`src/rtl/mips_fetch_pkg.sv`:
```
// -----------------------------------------------------------------------------
// mips_fetch_pkg
//   Shared definitions for the MIPS instruction-fetch front end.
//   - REDIR_* : encodings of the redir_mode input (11 is reserved and is
//               handled like JR by the fetch unit).
//   - RESET_PC_DEFAULT : default first fetch address after reset.
//   - fetch_entry_t    : one instruction-queue entry {inst, pc}.
// -----------------------------------------------------------------------------
package mips_fetch_pkg;

  localparam logic [31:0] RESET_PC_DEFAULT = 32'h0040_0000;

  localparam logic [1:0] REDIR_J  = 2'b00;
  localparam logic [1:0] REDIR_BR = 2'b01;
  localparam logic [1:0] REDIR_JR = 2'b10;

  typedef struct packed {
    logic [31:0] inst;
    logic [31:0] pc;
  } fetch_entry_t;

endpackage

```
`src/rtl/fetch_queue.sv`:
```
// -----------------------------------------------------------------------------
// fetch_queue
//   DEPTH-entry synchronous FIFO of fetch_entry_t (64 bits) with flush.
//   Ports:
//     i_clk, i_rst_n  : clock, asynchronous active-low reset
//     i_push, i_push_data : write one entry (ignored when full)
//     i_pop           : consume the head entry (ignored when empty)
//     i_flush         : empty the queue; wins over push and pop
//     o_head          : head entry (storage is not reset; qualify with o_empty)
//     o_count         : number of valid entries (0..DEPTH)
//     o_full, o_empty : occupancy flags
//   DEPTH must be a power of two so the pointers wrap naturally.
// -----------------------------------------------------------------------------
module fetch_queue
  import mips_fetch_pkg::*;
#(
  parameter  int DEPTH = 4,
  localparam int AW    = $clog2(DEPTH),
  localparam int CW    = AW + 1
) (
  input  logic          i_clk,
  input  logic          i_rst_n,
  input  logic          i_push,
  input  fetch_entry_t  i_push_data,
  input  logic          i_pop,
  input  logic          i_flush,
  output fetch_entry_t  o_head,
  output logic [CW-1:0] o_count,
  output logic          o_full,
  output logic          o_empty
);

  fetch_entry_t  r_mem [DEPTH];
  logic [AW-1:0] r_wr_ptr;
  logic [AW-1:0] r_rd_ptr;
  logic [CW-1:0] r_count;

  logic w_do_push;
  logic w_do_pop;

  assign o_full    = (r_count == CW'(DEPTH));
  assign o_empty   = (r_count == '0);
  assign w_do_push = i_push && !o_full;
  assign w_do_pop  = i_pop && !o_empty;

  // Control: pointers and occupancy.
  always_ff @(posedge i_clk or negedge i_rst_n) begin
    if (!i_rst_n) begin
      r_wr_ptr <= '0;
      r_rd_ptr <= '0;
      r_count  <= '0;
    end else if (i_flush) begin
      r_wr_ptr <= '0;
      r_rd_ptr <= '0;
      r_count  <= '0;
    end else begin
      if (w_do_push) r_wr_ptr <= r_wr_ptr + AW'(1);
      if (w_do_pop)  r_rd_ptr <= r_rd_ptr + AW'(1);
      case ({w_do_push, w_do_pop})
        2'b10:   r_count <= r_count + CW'(1);
        2'b01:   r_count <= r_count - CW'(1);
        default: r_count <= r_count;
      endcase
    end
  end

  // Data: storage array, no reset needed since o_empty qualifies the head.
  always_ff @(posedge i_clk) begin
    if (w_do_push && !i_flush) r_mem[r_wr_ptr] <= i_push_data;
  end

  assign o_head  = r_mem[r_rd_ptr];
  assign o_count = r_count;

endmodule

```
`src/rtl/fetch_unit.sv`:
```
// -----------------------------------------------------------------------------
// fetch_unit
//   Instruction-fetch front end: owns the fetch PC, issues word reads to a
//   1-cycle-latency instruction memory, buffers responses in fetch_queue and
//   presents {inst, pc, pc+4} to decode over valid/ready. Handles J/JAL,
//   taken-branch and JR redirects by flushing, and halts on a zero word.
//   Ports:
//     clock, reset_n            : clock, asynchronous active-low reset
//     imem_req, imem_addr       : read request and word-aligned byte address
//     imem_rdata                : read data, valid the cycle after imem_req
//     redirect, redir_mode      : redirect pulse and kind (J / BR / JR)
//     redir_pc4, redir_imm,
//     redir_reg                 : operands for the redirect target
//     out_valid, out_ready      : decode handshake
//     out_inst, out_pc,
//     out_pc_plus4              : head instruction, its address, address+4
//     halted                    : sticky, a zero word reached the queue head
// -----------------------------------------------------------------------------
module fetch_unit
  import mips_fetch_pkg::*;
#(
  parameter logic [31:0] RESET_PC = RESET_PC_DEFAULT,
  parameter int          DEPTH    = 4
) (
  input  logic        clock,
  input  logic        reset_n,
  output logic        imem_req,
  output logic [31:0] imem_addr,
  input  logic [31:0] imem_rdata,
  input  logic        redirect,
  input  logic [1:0]  redir_mode,
  input  logic [31:0] redir_pc4,
  input  logic [25:0] redir_imm,
  input  logic [31:0] redir_reg,
  output logic        out_valid,
  input  logic        out_ready,
  output logic [31:0] out_inst,
  output logic [31:0] out_pc,
  output logic [31:0] out_pc_plus4,
  output logic        halted
);

  localparam int CW = $clog2(DEPTH) + 1;

  // Redirect target, all arithmetic modulo 2^32. Mode 11 falls into the
  // JR arm; JR drops the two low register bits.
  function automatic logic [31:0] calc_target(
    input logic [1:0]  mode,
    input logic [31:0] pc4,
    input logic [25:0] imm,
    input logic [29:0] reg_hi
  );
    logic [31:0] br_off;
    br_off = {{14{imm[15]}}, imm[15:0], 2'b00};
    case (mode)
      REDIR_J:  return {pc4[31:28], imm, 2'b00};
      REDIR_BR: return pc4 + br_off;
      REDIR_JR: return {reg_hi, 2'b00};
      default:  return {reg_hi, 2'b00};
    endcase
  endfunction

  logic [31:0] r_fetch_pc;
  logic        r_epoch;
  logic        r_inflight;
  logic        r_inflight_epoch;
  logic [31:0] r_inflight_pc;
  logic        r_halted;

  fetch_entry_t  w_head;
  fetch_entry_t  w_push_entry;
  logic [CW-1:0] w_count;
  logic [CW-1:0] w_occ;
  logic          w_full;
  logic          w_empty;
  logic          w_redir;
  logic          w_req;
  logic          w_resp_ok;
  logic          w_push;
  logic          w_pop;
  logic          w_head_zero;
  logic [31:0]   w_target;
  logic          w_unused_reg_lsbs;

  assign w_unused_reg_lsbs = ^redir_reg[1:0];

  // Once halted, redirects have no effect at all.
  assign w_redir  = redirect && !r_halted;
  assign w_target = calc_target(redir_mode, redir_pc4, redir_imm, redir_reg[31:2]);

  // Slots already committed = buffered entries + the response still due.
  assign w_occ = w_count + CW'(r_inflight);
  // reset_n gates the request so it reads 0 while reset is held.
  assign w_req = reset_n && !r_halted && !redirect && !w_full && (w_occ < CW'(DEPTH));

  assign imem_req  = w_req;
  assign imem_addr = r_fetch_pc;

  // A response belongs to the current stream only if its epoch still matches.
  assign w_resp_ok    = r_inflight && (r_inflight_epoch == r_epoch) && !r_halted;
  assign w_push       = w_resp_ok && !w_redir;
  assign w_push_entry = '{inst: imem_rdata, pc: r_inflight_pc};

  // A zero word at the head is never presented; it triggers halt instead.
  assign w_head_zero = !w_empty && (w_head.inst == 32'h0);
  assign out_valid   = !w_empty && !w_head_zero && !r_halted;
  assign w_pop       = out_valid && out_ready;

  assign out_inst     = w_empty ? 32'h0 : w_head.inst;
  assign out_pc       = w_empty ? 32'h0 : w_head.pc;
  assign out_pc_plus4 = out_pc + 32'd4;
  assign halted       = r_halted;

  fetch_queue #(
    .DEPTH (DEPTH)
  ) u_queue (
    .i_clk       (clock),
    .i_rst_n     (reset_n),
    .i_push      (w_push),
    .i_push_data (w_push_entry),
    .i_pop       (w_pop),
    .i_flush     (w_redir),
    .o_head      (w_head),
    .o_count     (w_count),
    .o_full      (w_full),
    .o_empty     (w_empty)
  );

  // Request stage -> response stage: control state.
  always_ff @(posedge clock or negedge reset_n) begin
    if (!reset_n) begin
      r_fetch_pc       <= RESET_PC;
      r_epoch          <= 1'b0;
      r_inflight       <= 1'b0;
      r_inflight_epoch <= 1'b0;
      r_halted         <= 1'b0;
    end else begin
      r_inflight <= w_req;
      if (w_req) r_inflight_epoch <= r_epoch;
      if (w_redir) begin
        r_fetch_pc <= w_target;
        r_epoch    <= ~r_epoch;
      end else if (w_req) begin
        r_fetch_pc <= r_fetch_pc + 32'd4;
      end
      if (w_head_zero) r_halted <= 1'b1;
    end
  end

  // Request stage -> response stage: address travelling with the request.
  always_ff @(posedge clock) begin
    if (w_req) r_inflight_pc <= r_fetch_pc;
  end

endmodule

```
`config.mk`:
```
export PLATFORM = sky130hd
export DESIGN_NAME = fetch_unit
export DESIGN_NICKNAME = d
export VERILOG_FILES = /design/src/rtl/mips_fetch_pkg.sv /design/src/rtl/fetch_queue.sv /design/src/rtl/fetch_unit.sv
export SDC_FILE = /design/constraint.sdc
export NUM_CORES = 1
export LEC_CHECK = 0
export CAP_MARGIN = 40
export CORE_MARGIN = 2
export CORE_UTILIZATION = 50
export DETAILED_ROUTE_END_ITERATION = 8
export HOLD_SLACK_MARGIN = 0.12
export PLACE_DENSITY_LB_ADDON = 0.2
export SKIP_CTS_REPAIR_TIMING = 1
export SLEW_MARGIN = 20
export SYNTH_ARGS = -nofsm -noshare
export SYNTH_HDL_FRONTEND = slang
export SYNTH_SLANG_ARGS = --single-unit
```
`constraint.sdc`:
```
create_clock -name clock -period 5.8 [get_ports clock]
set_input_delay 1.16 -clock clock [delete_from_list [all_inputs] [get_ports clock]]
set_output_delay 1.16 -clock clock [all_outputs]
set_load 0.02 [all_outputs]
```
==> summary.md <==
| Metric | Value |
|---|---|
| Synth Area in XOR/XNOR | 4.19% |
| Vias in the first global route | 10,100 |
| Synthesized area | 15,700 um2 |
| Avg Vias per Cell | 5.65 |
| Port bufs | 256 |
| Clk_lat worst skew | around 550 ps |
| Top cell type's share of synthesized area | a little under three fifths |
| Buf+Inv Stages, Crit Path | 3 |
| Post-synth top cells | 288 x edfxtp_1, 67 x and2_1, 64 x mux4_2 |
| Worst-path clk slew | 70 ps |
| Compound-Gate Fraction of Synth Area | approximately 7.2% |
| Total gr overflow | 0 |
| Seq/Total Area, Yosys | roughly 62% |
| # rows | 64 |
| Drt pass-1 iters | 4 |
| Die ar. | roughly 33,000 um2 |
| Max cap viols | 0 |
| Io pins | approximately 260 |
| Post-Synth Adder-Cell Area | ~3.1% |
| CP top delay family | buffers and inverters |
| Crit path capture type | primary output |
| Peak supply drop | between 0.0002 and 0.00025 V |
| All-Layer GR Usage | 21.6% |
| Clock skew | about 13 ps |
| Fin util | 63.9% |
| Crit-path cells | buf_4, buf_4, mux4_2, nor4_1, nand4_1, nor2_1, nor3_1, clkdlybuf4s50_1 |
| Crit path largest cell delay | roughly 860 ps |
| Reg2reg end | u_queue.o_count[2] |
| Total of warnings raised by yosys | 0 |
| Final period util | 93.6% |
| Largest family of logic cells by synthesized area | simple AND/OR/NAND/NOR gates |
| CTS tree | done |
| Largest net degree at the start of global routing | around 50 |
| Reg-to-reg critical path startpoint | u_queue.r_rd_ptr[0] |
| Slowest CP cell | dfrtp_4 |
| Worst slew pin tran | between 800 and 900 ps |
| Top_reg_cell synth | edfxtp_1 |
| Max-slew headroom | about two fifths |
| First-pass GRT wire length | roughly 56,000 um |
| Stages on the worst setup path | 8 |
| Core area | between 30,000 and 40,000 um2 |
| Final Total Pwr | around 0.0071 W |
| Clock root buffer | clkbuf_16 |
| TritonCTS buffer count | 30 |
| Leading area contributor after synthesis | edfxtp_1 |
| Startpoint Class | flop |
| Dpl cell area | between 15,000 and 20,000 um2 |
| Post-synth EDFFs | ~290 |
| FMAX | 0.184 GHz |
| Worst Path Arrival | between 4000 and 5000 ps |
| Avg Inst Size Synth | about 14 um2 |
| DRC | 0 |
| Clock Sinks | roughly 330 |
| Final instance area | a little under 20,000 um2 |
| Die X | 181 um |
| H-Tree Depth | 1 |
| Sum Neg Setup Slack | 0 ps |
| Routability Congestion | roughly 0.87 |
| Leak pwr | about 6.8 nW |
| Minimum clock period | approximately 5400 ps |
| Clk buf depth | 3 |
| Worst hold path depth | 0 |
| Most numerous cell in the Yosys netlist | edfxtp_1 |
| Initial DRC count | about 640 |
| Worst hold path endpoint | r_inflight_pc[1] |
| Final setup viols | 0 |
| Area of the multi-input gates | 5620 um2 |
| Die height | 181 um |
| Worst-path maximum fanout | 33 |
| Layout area overhead | 25.3% |
| Final Hold Fails | 0 |
| Yosys reg bits | about 330 |
| Synth top area cells | edfxtp_1 55%, mux4_2 9.2%, dfrtp_1 6.7% |
| Synth async-reset ratio | 13.0% |
| Max-slew violations | 0 |
| Worst Setup SP | u_queue.r_rd_ptr[0] |
| R2R depth | 13 |
| Post-synthesis simple-gate area fraction | a little over a tenth |
| Hold slack final | 488 ps |
| Mux share of post-synthesis cell area | about 10% |
| Post-DRT Antenna Nets | 0 |
| FF-to-FF setup slack | between 1000 and 1500 ps |
| Cell area power density | about 360 nW/um2 |
| Status | complete, no violations |
| Critical Path RT | approximately 4600 ps |
| Synth Net Count | approximately 1,300 |
| Fillers | 2,313 |
| Avg WL per Cell | 20.1 um |
| Antenna diodes | 0 |
| Routed via count | 10,000 |
| Cells after Synth | 1,101 |
| Worst hold-check path type | flop to flop |
| DP Wirelength | between 20,000 and 30,000 um |
| Hold path start | imem_addr[1] |
| Distinct cells, synth | 65 |
| CP dominant cell by count | buf_4 |
| Area occupied by registers | 9730 um2 |
| Initial antenna violation count | 0 |
| RSZ-0062 raised after global routing | false |
| NumNets Final | around 1,500 |
| Share of layout cells above drive strength 1 | 10.8% |
| Routed WL | approximately 36,000 um |
| Initial Util | between 50% and 60% |
| Crit Path Class | flop to primary output |
-- worst max-delay path by stage --
stage,endpoint,slack [ps]
3_3_place_gp,out_valid,950
5_1_grt,out_pc_plus4[26],50
4_1_cts,out_valid,200
6_report,out_valid,370
2_1_floorplan,out_pc_plus4[26],1450
3_5_place_dp,out_valid,860
-- area by class of cell --
type | instances | share of cell area [%]
clock inverters | 16 | 0.586
repair buffers | 274 | 14.1
well taps | 396 | 2.52
multi-input cells | 691 | 28.6
clock buffers | 39 | 4.20
inverters | 27 | 0.516
flip-flops and latches | 331 | 49.5
-- state kept, by name, summed over array words and instances (netlist names) --
name              flops
r_inflight_epoch      1
imem_addr            32
r_epoch               1
u_queue.o_count       3
u_queue.r_mem       256
r_inflight            1
u_queue.r_wr_ptr      2
halted                1
r_inflight_pc        32
u_queue.r_rd_ptr      2
-- cell usage in the layout, fill, tap and decap left out, types with 6 or more instances in the layout --
cell,instances
a211oi_1,15
a21o_1,12
a21oi_1,41
a31oi_1,8
and2_1,63
and3_1,19
and4_1,7
buf_4,14
clkbuf_16,30
clkdlybuf4s50_1,255
clkinv_1,8
dfrtp_1,40
edfxtp_1,288
ha_1,36
inv_1,25
mux2i_1,16
mux4_2,64
nand2_1,63
nand3_1,22
nand4_1,22
nor2_1,61
nor2b_1,10
nor3_1,16
nor4_1,11
o21a_1,8
o21ai_0,38
o22ai_1,6
or3_1,8
xnor2_1,44
xor2_1,31
-- report_power, final --
part	internal, W	total (W)	switching (W)
clock network	0.00104	0.00186	0.000818
registers	0.00274	0.00290	0.000159
logic	0.00111	0.00230	0.00119
-- through the flow --
stage | setup slack, ps | cells
CTS | 197 | 1774
global route | 53.9 | 1774
finish | 369 | 1774
floorplan | 1450 | 1101
detailed placement | 856 | 1719
global placement | 955 | 1715
-- metal layers --
layer	GRT usage (%)	part of all wire [%]
met1	29.7	43
met2	36.2	48
met3	3.89	6.6
met4	4.85	1.7
met5	0	0
-- kinds of logic (layout without fill, tap and decap cells) --
kind of cell | count (synthesis) | after routing
compound gates | 172 | 172
flops | 331 | 331
fa+ha+maj | 38 | 38
xor+xnor | 75 | 75
simple gates | 326 | 326
buf+inv | 79 | 356
mux | 80 | 80
Power figures use the tool's default switching activity.
